<file path="src/rtl/modexp_wb_bridge_pkg.sv">
// rtl/modexp_wb_bridge_pkg.sv - shared types, defaults and window decode for the modexp Wishbone bridge
package modexp_wb_bridge_pkg;

    typedef enum logic [1:0] {
        IDLE     = 2'd0,
        FWD      = 2'd1,
        RESP_ACK = 2'd2,
        RESP_ERR = 2'd3
    } state_t;

    localparam logic [31:0] DEF_BASE_ADDR   = 32'h0000_0000;
    localparam logic [31:0] DEF_WINDOW_SIZE = 32'h0000_1000;
    localparam int          DEF_TIMEOUT     = 256;
    localparam int          DEF_CNT_W       = 16;

    // Modulo subtract keeps the test a single compare for any non-wrapping window.
    function automatic logic in_window(input logic [31:0] adr,
                                       input logic [31:0] base,
                                       input logic [31:0] size);
        return (adr - base) < size;
    endfunction

endpackage

</file>
<file path="src/rtl/modexp_wb_timeout.sv">
// rtl/modexp_wb_timeout.sv - access watchdog, pulses expired on the last allowed wait cycle
module modexp_wb_timeout
    import modexp_wb_bridge_pkg::*;
#(
    parameter int TIMEOUT = DEF_TIMEOUT
) (
    input  logic clk,
    input  logic clear_i,
    input  logic enable_i,
    output logic expired_o
);

    localparam int CW = $clog2(TIMEOUT);

    logic [CW-1:0] cnt_q;
    logic [CW-1:0] cnt_d;

    always_comb begin
        cnt_d = cnt_q;
        if (clear_i) begin
            cnt_d = '0;
        end else if (enable_i) begin
            cnt_d = cnt_q + CW'(1);
        end
    end

    always_ff @(posedge clk) begin
        cnt_q <= cnt_d;
    end

    assign expired_o = enable_i && !clear_i && (cnt_q == CW'(TIMEOUT - 1));

endmodule

</file>
<file path="src/rtl/modexp_wb_bridge.sv">
// rtl/modexp_wb_bridge.sv - registered Wishbone classic bridge from the NA master to the modexp accelerator
module modexp_wb_bridge
    import modexp_wb_bridge_pkg::*;
#(
    parameter logic [31:0] BASE_ADDR   = DEF_BASE_ADDR,
    parameter logic [31:0] WINDOW_SIZE = DEF_WINDOW_SIZE,
    parameter int          TIMEOUT     = DEF_TIMEOUT,
    parameter int          CNT_W       = DEF_CNT_W
) (
    input  logic             clk,
    input  logic             rst,
    input  logic [31:0]      s_adr_i,
    input  logic [31:0]      s_dat_i,
    input  logic [3:0]       s_sel_i,
    input  logic             s_we_i,
    input  logic             s_cyc_i,
    input  logic             s_stb_i,
    output logic             s_ack_o,
    output logic             s_err_o,
    output logic [31:0]      s_dat_o,
    output logic [31:0]      m_adr_o,
    output logic [31:0]      m_dat_o,
    output logic [3:0]       m_sel_o,
    output logic             m_we_o,
    output logic             m_cyc_o,
    output logic             m_stb_o,
    input  logic             m_ack_i,
    input  logic             m_err_i,
    input  logic [31:0]      m_dat_i,
    output logic [CNT_W-1:0] timeout_cnt,
    output logic [CNT_W-1:0] decode_err_cnt
);

    state_t           state_q;
    logic [31:0]      adr_q;
    logic [31:0]      wdat_q;
    logic [3:0]       sel_q;
    logic             we_q;
    logic             m_cyc_q;
    logic             s_ack_q;
    logic             s_err_q;
    logic [31:0]      rdat_q;
    logic [CNT_W-1:0] to_cnt_q;
    logic [CNT_W-1:0] de_cnt_q;
    logic             expired;

    modexp_wb_timeout #(.TIMEOUT(TIMEOUT)) u_timeout (
        .clk       (clk),
        .clear_i   (rst || (state_q != FWD)),
        .enable_i  (state_q == FWD),
        .expired_o (expired)
    );

    always_ff @(posedge clk) begin
        if (rst) begin
            state_q  <= IDLE;
            adr_q    <= '0;
            wdat_q   <= '0;
            sel_q    <= '0;
            we_q     <= 1'b0;
            m_cyc_q  <= 1'b0;
            s_ack_q  <= 1'b0;
            s_err_q  <= 1'b0;
            rdat_q   <= '0;
            to_cnt_q <= '0;
            de_cnt_q <= '0;
        end else begin
            case (state_q)
                IDLE: begin
                    s_ack_q <= 1'b0;
                    s_err_q <= 1'b0;
                    if (s_cyc_i && s_stb_i) begin
                        if (in_window(s_adr_i, BASE_ADDR, WINDOW_SIZE)) begin
                            adr_q   <= s_adr_i - BASE_ADDR;
                            wdat_q  <= s_dat_i;
                            sel_q   <= s_sel_i;
                            we_q    <= s_we_i;
                            m_cyc_q <= 1'b1;
                            state_q <= FWD;
                        end else begin
                            s_err_q <= 1'b1;
                            state_q <= RESP_ERR;
                            if (de_cnt_q != '1) de_cnt_q <= de_cnt_q + CNT_W'(1);
                        end
                    end
                end
                FWD: begin
                    // Abort outranks any accelerator response so a dropped cycle never sees an ack.
                    if (!s_cyc_i) begin
                        m_cyc_q <= 1'b0;
                        state_q <= IDLE;
                    end else if (m_err_i) begin
                        m_cyc_q <= 1'b0;
                        s_err_q <= 1'b1;
                        state_q <= RESP_ERR;
                    end else if (m_ack_i) begin
                        m_cyc_q <= 1'b0;
                        s_ack_q <= 1'b1;
                        if (!we_q) rdat_q <= m_dat_i;
                        state_q <= RESP_ACK;
                    end else if (expired) begin
                        m_cyc_q <= 1'b0;
                        s_err_q <= 1'b1;
                        state_q <= RESP_ERR;
                        if (to_cnt_q != '1) to_cnt_q <= to_cnt_q + CNT_W'(1);
                    end
                end
                default: begin
                    s_ack_q <= 1'b0;
                    s_err_q <= 1'b0;
                    state_q <= IDLE;
                end
            endcase
        end
    end

    assign s_ack_o        = s_ack_q;
    assign s_err_o        = s_err_q;
    assign s_dat_o        = rdat_q;
    assign m_adr_o        = adr_q;
    assign m_dat_o        = wdat_q;
    assign m_sel_o        = sel_q;
    assign m_we_o         = we_q;
    assign m_cyc_o        = m_cyc_q;
    assign m_stb_o        = m_cyc_q;
    assign timeout_cnt    = to_cnt_q;
    assign decode_err_cnt = de_cnt_q;

endmodule

</file>
<file path="config.mk">
export PLATFORM = sky130hd
export DESIGN_NAME = modexp_wb_bridge
export DESIGN_NICKNAME = d
export VERILOG_FILES = /design/src/rtl/modexp_wb_bridge_pkg.sv /design/src/rtl/modexp_wb_timeout.sv /design/src/rtl/modexp_wb_bridge.sv
export SDC_FILE = /design/constraint.sdc
export NUM_CORES = 1
export LEC_CHECK = 0
export ABC_AREA = 1
export BUFFER_PORTS_ARGS = -buffer_cell sky130_fd_sc_hd__buf_4
export CAP_MARGIN = 20
export CELL_PAD_IN_SITES_DETAIL_PLACEMENT = 2
export CELL_PAD_IN_SITES_GLOBAL_PLACEMENT = 2
export CORE_AREA = 5 5 160 162
export DETAILED_ROUTE_END_ITERATION = 12
export DIE_AREA = 0 0 165 167
export GPL_ROUTABILITY_DRIVEN = 0
export PLACE_DENSITY_LB_ADDON = 0.1
export SYNTH_ARGS = -nofsm -noshare
export SYNTH_HDL_FRONTEND = slang
export SYNTH_SLANG_ARGS = --single-unit
</file>
<file path="constraint.sdc">
create_clock -name clk -period 1.6 [get_ports clk]
set_input_delay 0.24 -clock clk [delete_from_list [all_inputs] [get_ports clk]]
set_output_delay 0.24 -clock clk [all_outputs]
set_load 0.02 [all_outputs]
</file>
## Word level (Yosys, flattened, before mapping)

Index checks and enable logic that the tools add are counted.

- Register bits: 146
- Input port bits: 107
- Output and inout bits: 137
- Logic and storage cells: 69

- Add/sub/neg operators: 3
- Order comparisons: 1
- Eq/ne operators: 11
- Muxes and demuxes: 21
- Bitwise operators: 5
- Reduce and logical (&&, ||, !) cells: 16

Operators with widths:

| kind | number |
|---|---|
| 16-bit by 1-bit adder with 16-bit output (second input constant) | 2 |
| 32-bit by 13-bit < comparator with 1-bit output (second input constant) | 1 |
| 16-bit inequality test (second input constant) | 2 |
| 1-bit two-way mux | 12 |
| 2-bit two-way mux | 6 |
| 3-bit AND reduction | 3 |
| 8-bit by 1-bit adder with 8-bit output (second input constant) | 1 |
| 8-bit equality test (second input constant) | 1 |
| 4-bit AND reduction | 2 |
| 2-bit inequality test (second input constant) | 3 |
| 3-bit inequality test (second input constant) | 2 |
| 6-bit AND reduction | 1 |
| 5-bit inequality test (second input constant) | 1 |
| 1-bit inverter | 5 |
| 5-bit AND reduction | 1 |
| 1-bit case mux with 2 select lines | 2 |
| 2-bit case mux with 2 select lines | 1 |
| 1-bit logical AND | 3 |
| 2-bit by 1-bit equality test with 1-bit output (second input constant) | 1 |
| 2-bit zero test | 1 |
| 2-bit by 1-bit inequality test with 1-bit output (second input constant) | 1 |
| 2-bit AND reduction | 1 |
| 2-bit nonzero test | 1 |
| 2-bit OR reduction | 1 |
| other kinds (2) | 2 |

## Depth between registers and ports, before layout

- Word-level depth: 10
- Depth in mapped cells: 12
- Mapped depth without buffers: 12

## By module

From an unflattened synthesis, not the netlist that was laid out.

- Cells, all modules: 831
- Area total of the unflattened synthesis: 6503.7 µm²

Modules (own cells, without submodules):

| module | instances | cells each | area each (µm²) | seq. area each (µm²) |
|---|---|---|---|---|
| modexp_wb_bridge | 1 | 778 | 6125.9 | 2762.6 |
| modexp_wb_timeout | 1 | 53 | 377.9 | 160.2 |

## Least setup slack after synthesis

No wires, ideal clock.

- Path kind: register to register
- Start point: register de_cnt_q[0], in the netlist decode_err_cnt[0]
- End point: register de_cnt_q[4], in the netlist decode_err_cnt[4]
- Arrival time: 1560 ps
- Required time: 1468 ps
- Path slack: -93 ps
- Stages on the path, launching flop included: 10
- Buffers on the path: 1
- Clock period less this slack: 1693 ps
- Path through: dfxtp_1 > ha_1 > nand2_1 > nor2_2 > nand2_1 > o21ai_2 > nor2_2 > buf_2 > nand2_1 > a21oi_1

- Longest elaborated chain between the ends: 2
- Elaborated cells on any way between the ends: 3

RTL lines:

| what | RTL line | text |
|---|---|---|
| start, declared | modexp_wb_bridge.sv:44 | `logic [CNT_W-1:0] de_cnt_q;` |
| start signal, assigned | modexp_wb_bridge.sv:83 | `if (de_cnt_q != '1) de_cnt_q <= de_cnt_q + CNT_W'(1);` |
| branches (longest 2 deep; another with 16-bit by 1-bit adder with 16-bit output) | - |  |

Several ways; the timed one is not identified.
A chain may end at the register's enable or synchronous reset.

## Final worst setup path

- Start point: register state_q[0]
- End point: register wdat_q[13], in the netlist m_dat_o[13]

- Longest elaborated chain between the ends: 2

RTL lines:

| what | RTL line | text |
|---|---|---|
| start, declared | modexp_wb_bridge.sv:34 | `state_t state_q;` |
| start signal, assigned | modexp_wb_bridge.sv:56 | `state_q <= IDLE;` |
| start signal, assigned | modexp_wb_bridge.sv:79 | `state_q <= FWD;` |
| start signal, assigned | modexp_wb_bridge.sv:82 | `state_q <= RESP_ERR;` |
| 2-bit zero test | modexp_wb_bridge.sv:68 | `case (state_q)` |
| 3-bit AND reduction (no line) | - |  |
| end signal, assigned | modexp_wb_bridge.sv:75 | `wdat_q <= s_dat_i;` |
| end, declared | modexp_wb_bridge.sv:36 | `logic [31:0] wdat_q;` |

No other way between the ends.

==> flow_metrics.env <==
export IMPL_syn_to_final_growth_pct=67.9
export IMPL_layout_setup_ws_ns=-0.0814
export IMPL_drv_cap=0
export IMPL_syn_nets=915
export IMPL_clockBufferDepth=2
export IMPL_required_ns=1.90
export IMPL_drc=0
export IMPL_slew_headroom=0.640
export IMPL_cp_common_cell="nor2_4"
export IMPL_utilization=0.415
export IMPL_yosysMostFrequentCell="nor2_1"
export IMPL_post_dp_hpwl_um=17000
export IMPL_hold_viol_final=0
export IMPL_seq_area_frac_synth=0.493
export IMPL_ant_nets=0
export IMPL_finClkSkew_ns=0.0152
export IMPL_vdd_drop_max_v=0.000520
export IMPL_multi_input_area_sq_mm=0.00293
export IMPL_gr_total_overflow=0
export IMPL_synthCells=805
export IMPL_clk_pin_slew_ns=0.08
export IMPL_dieArea_sq_mm=0.0276
export IMPL_drt_iter0_markers=122
export IMPL_crit_fanout=18
export IMPL_fin_crit_sh=1.05
export IMPL_die_width_um=165
export IMPL_vias=6502
export IMPL_post_route_min_period_ns=1.68
export IMPL_critPathCaptureType="register"
export IMPL_status="complete, but fails checks"
export IMPL_cts_made_buffers=17
export IMPL_clk_latency_ns=0.43
export IMPL_grtUsageTotal=0.169
export IMPL_synth_common_cells="nor2_1 (226), dfxtp_1 (146), nand2_1 (114)"
export IMPL_ys_warn_count=0
export IMPL_htreeDepth=4
export IMPL_grt_pass1_wl_um=36800
export IMPL_cp_slowest_stage_delay_ns=0.36
export IMPL_p_leak_uw=0.00471
export IMPL_final_fill_count=2802
export IMPL_failed_checks="negative setup slack"
export IMPL_async_reset_ff_frac=0
export IMPL_p_per_area_mw_per_mm2=882
export IMPL_routed_via_density=4.43
export IMPL_io_pins=244
export IMPL_finalSetupViolations=3
export IMPL_synth_cell_types=35
export IMPL_synth_edf_count=0
export IMPL_rows=57
export IMPL_start_kind="register"
export IMPL_portBuffers=243
export IMPL_antenna_found_initial=0
export IMPL_drt_wl_total_um=25800
export IMPL_cts_sinks=146
export IMPL_synth_top_cell_area_share=0.493
export IMPL_critPathSlowestCell="dfxtp_4"
export IMPL_cts_tree="yes"
export IMPL_cp_top_family="simple AND/OR/NAND/NOR gates"
export IMPL_slew_violations=0
export IMPL_syn_area_sq_mm=0.00593
export IMPL_grt_max_degree=111
export IMPL_start_util=0.247
export IMPL_root_buffer="clkbuf_16"
export IMPL_worstPathArrival_ns=1.98
export IMPL_fin_cells=1467
export IMPL_worst_slew_pin_slew_ns=0.540
export IMPL_core_area_sq_mm=0.0240
export IMPL_post_place_cells=1406
export IMPL_fin_nets=1240
export IMPL_synth_seq_cells=146
export IMPL_grt_pass1_vias=6881
export IMPL_rsz0062_at_grt="yes"
export IMPL_yosys_top_cells_area="dfxtp_1 (49%), nor2_1 (14%), nand2_1 (7.2%), o21ai_0 (7.1%), inv_1 (3.5%)"
export IMPL_routedWlPerCell_um=17.6
export IMPL_cts_hold_buf=0
export IMPL_layout_drive_gt1_share=0.425
export IMPL_firstDrtPassIters=4
export IMPL_worstSetupPathType="register to register"
export IMPL_critical_path_buf_inv_count=2
export IMPL_power_total_uw=8770
export IMPL_synth_ff_type="dfxtp_1"
export IMPL_avgSynthCellArea_sq_um=7.36
export IMPL_path_cells="nor2_4, inv_2, nor2_4, nand4_4, buf_16, o21ai_0, nor2_1"
export IMPL_hold_class="input port to register"
export IMPL_diodes=0
export IMPL_die_h_um=167
export IMPL_final_seq_area_sq_mm=0.00294
export IMPL_synth_largest_area_cell="dfxtp_1"
export IMPL_fmax_mhz=595
worst paths after layout:
path,to,slack (ns),startpoint,cells past startpoint
setup / recovery,m_dat_o[13],-0.08,state_q[0],7
hold / removal,m_dat_o[10],0.02,s_dat_i[10],3
setup reg to reg,m_dat_o[13],-0.08,state_q[0],7
hold reg to reg,s_ack_o,0.45,s_ack_o,2
flip-flops by register name, indices dropped and copies added (netlist names), 2 cells and up:
signal / cells
u_timeout.cnt_q: 8
m_dat_o: 32
timeout_cnt: 16
m_adr_o: 32
decode_err_cnt: 16
m_sel_o: 4
s_dat_o: 32
state_q: 2
metal layers:
| layer | share of wire | GRT usage |
|---|---|---|
| met1 | 0.41 | 0.191 |
| met4 | 0.014 | 0.0474 |
| met2 | 0.51 | 0.290 |
| met3 | 0.072 | 0.0699 |
| met5 | 0 | 0 |
cells by family after synthesis:
group,Yosys count,synth area share
adders and majority gates,3,0.00634
DFF,146,0.493
buffers and inverters,99,0.0703
AOI/OAI and AO/OA,121,0.103
and+or+nand+nor,413,0.293
xor gates and xnor gates,23,0.0340
cell usage in the layout, fill, tap and decap left out, types with 6 or more instances in the layout:
master,count
buf_4,316
nor2_1,193
dfxtp_1,135
nand2_1,93
o21ai_0,79
inv_1,54
nand3_1,36
nor2_2,33
clkbuf_16,23
a21oi_1,20
nand2_2,19
xor2_1,13
buf_6,11
nor2_4,10
xnor2_1,10
o21ai_1,10
dfxtp_2,10
a21oi_2,8
inv_2,6
inv_8,6
stage by stage:
| stage | TNS [ns] | setup WS, ns | instance area (sq um) | hold slack (ns) |
|---|---|---|---|---|
| after global routing | -2.98 | -0.121 | 9950 | 0.00320 |
| after floorplan | 0 | 0.0138 | 5930 | 0.375 |
| after CTS | 0 | 0.000439 | 9300 | 0.00661 |
| after global placement | -2.60 | -0.153 | 8570 | 0.439 |
| after detailed placement | -3.62 | -0.246 | 8570 | 0.446 |
| final | -0.103 | -0.0814 | 9950 | 0.0225 |
what timing repair did:
action | 4_1_cts | 5_1_grt
resized for setup | 16 | 108
pin swaps | 7 | 31
setup buffers | 5 | 11
endpoints found under the setup margin | 30 | 89
gates cloned | 1 | 13
worst reg2reg max path, cell delays in order (launching register included):
cell and delay, ns:
dfxtp_4 0.36, nor2_4 0.15, inv_2 0.06, nor2_4 0.11, nand4_4 0.25, buf_16 0.26, o21ai_0 0.28, nor2_1 0.11
cell type report:
cell class              instances  share of cell area
inverters                      63              0.0263
well taps                     324              0.0407
clock buffers                  17              0.0428
clock inverters                15              0.0186
flip-flops and latches        146               0.295
multi-input cells             561               0.294
repair buffers                341               0.282
power breakdown:
part | switching (uW) | internal (uW)
Sequential | 36.9 | 3680
Clock | 1930 | 2250
Combinational | 435 | 432
Total | 2410 | 6370
Power figures use the tool's default switching activity.
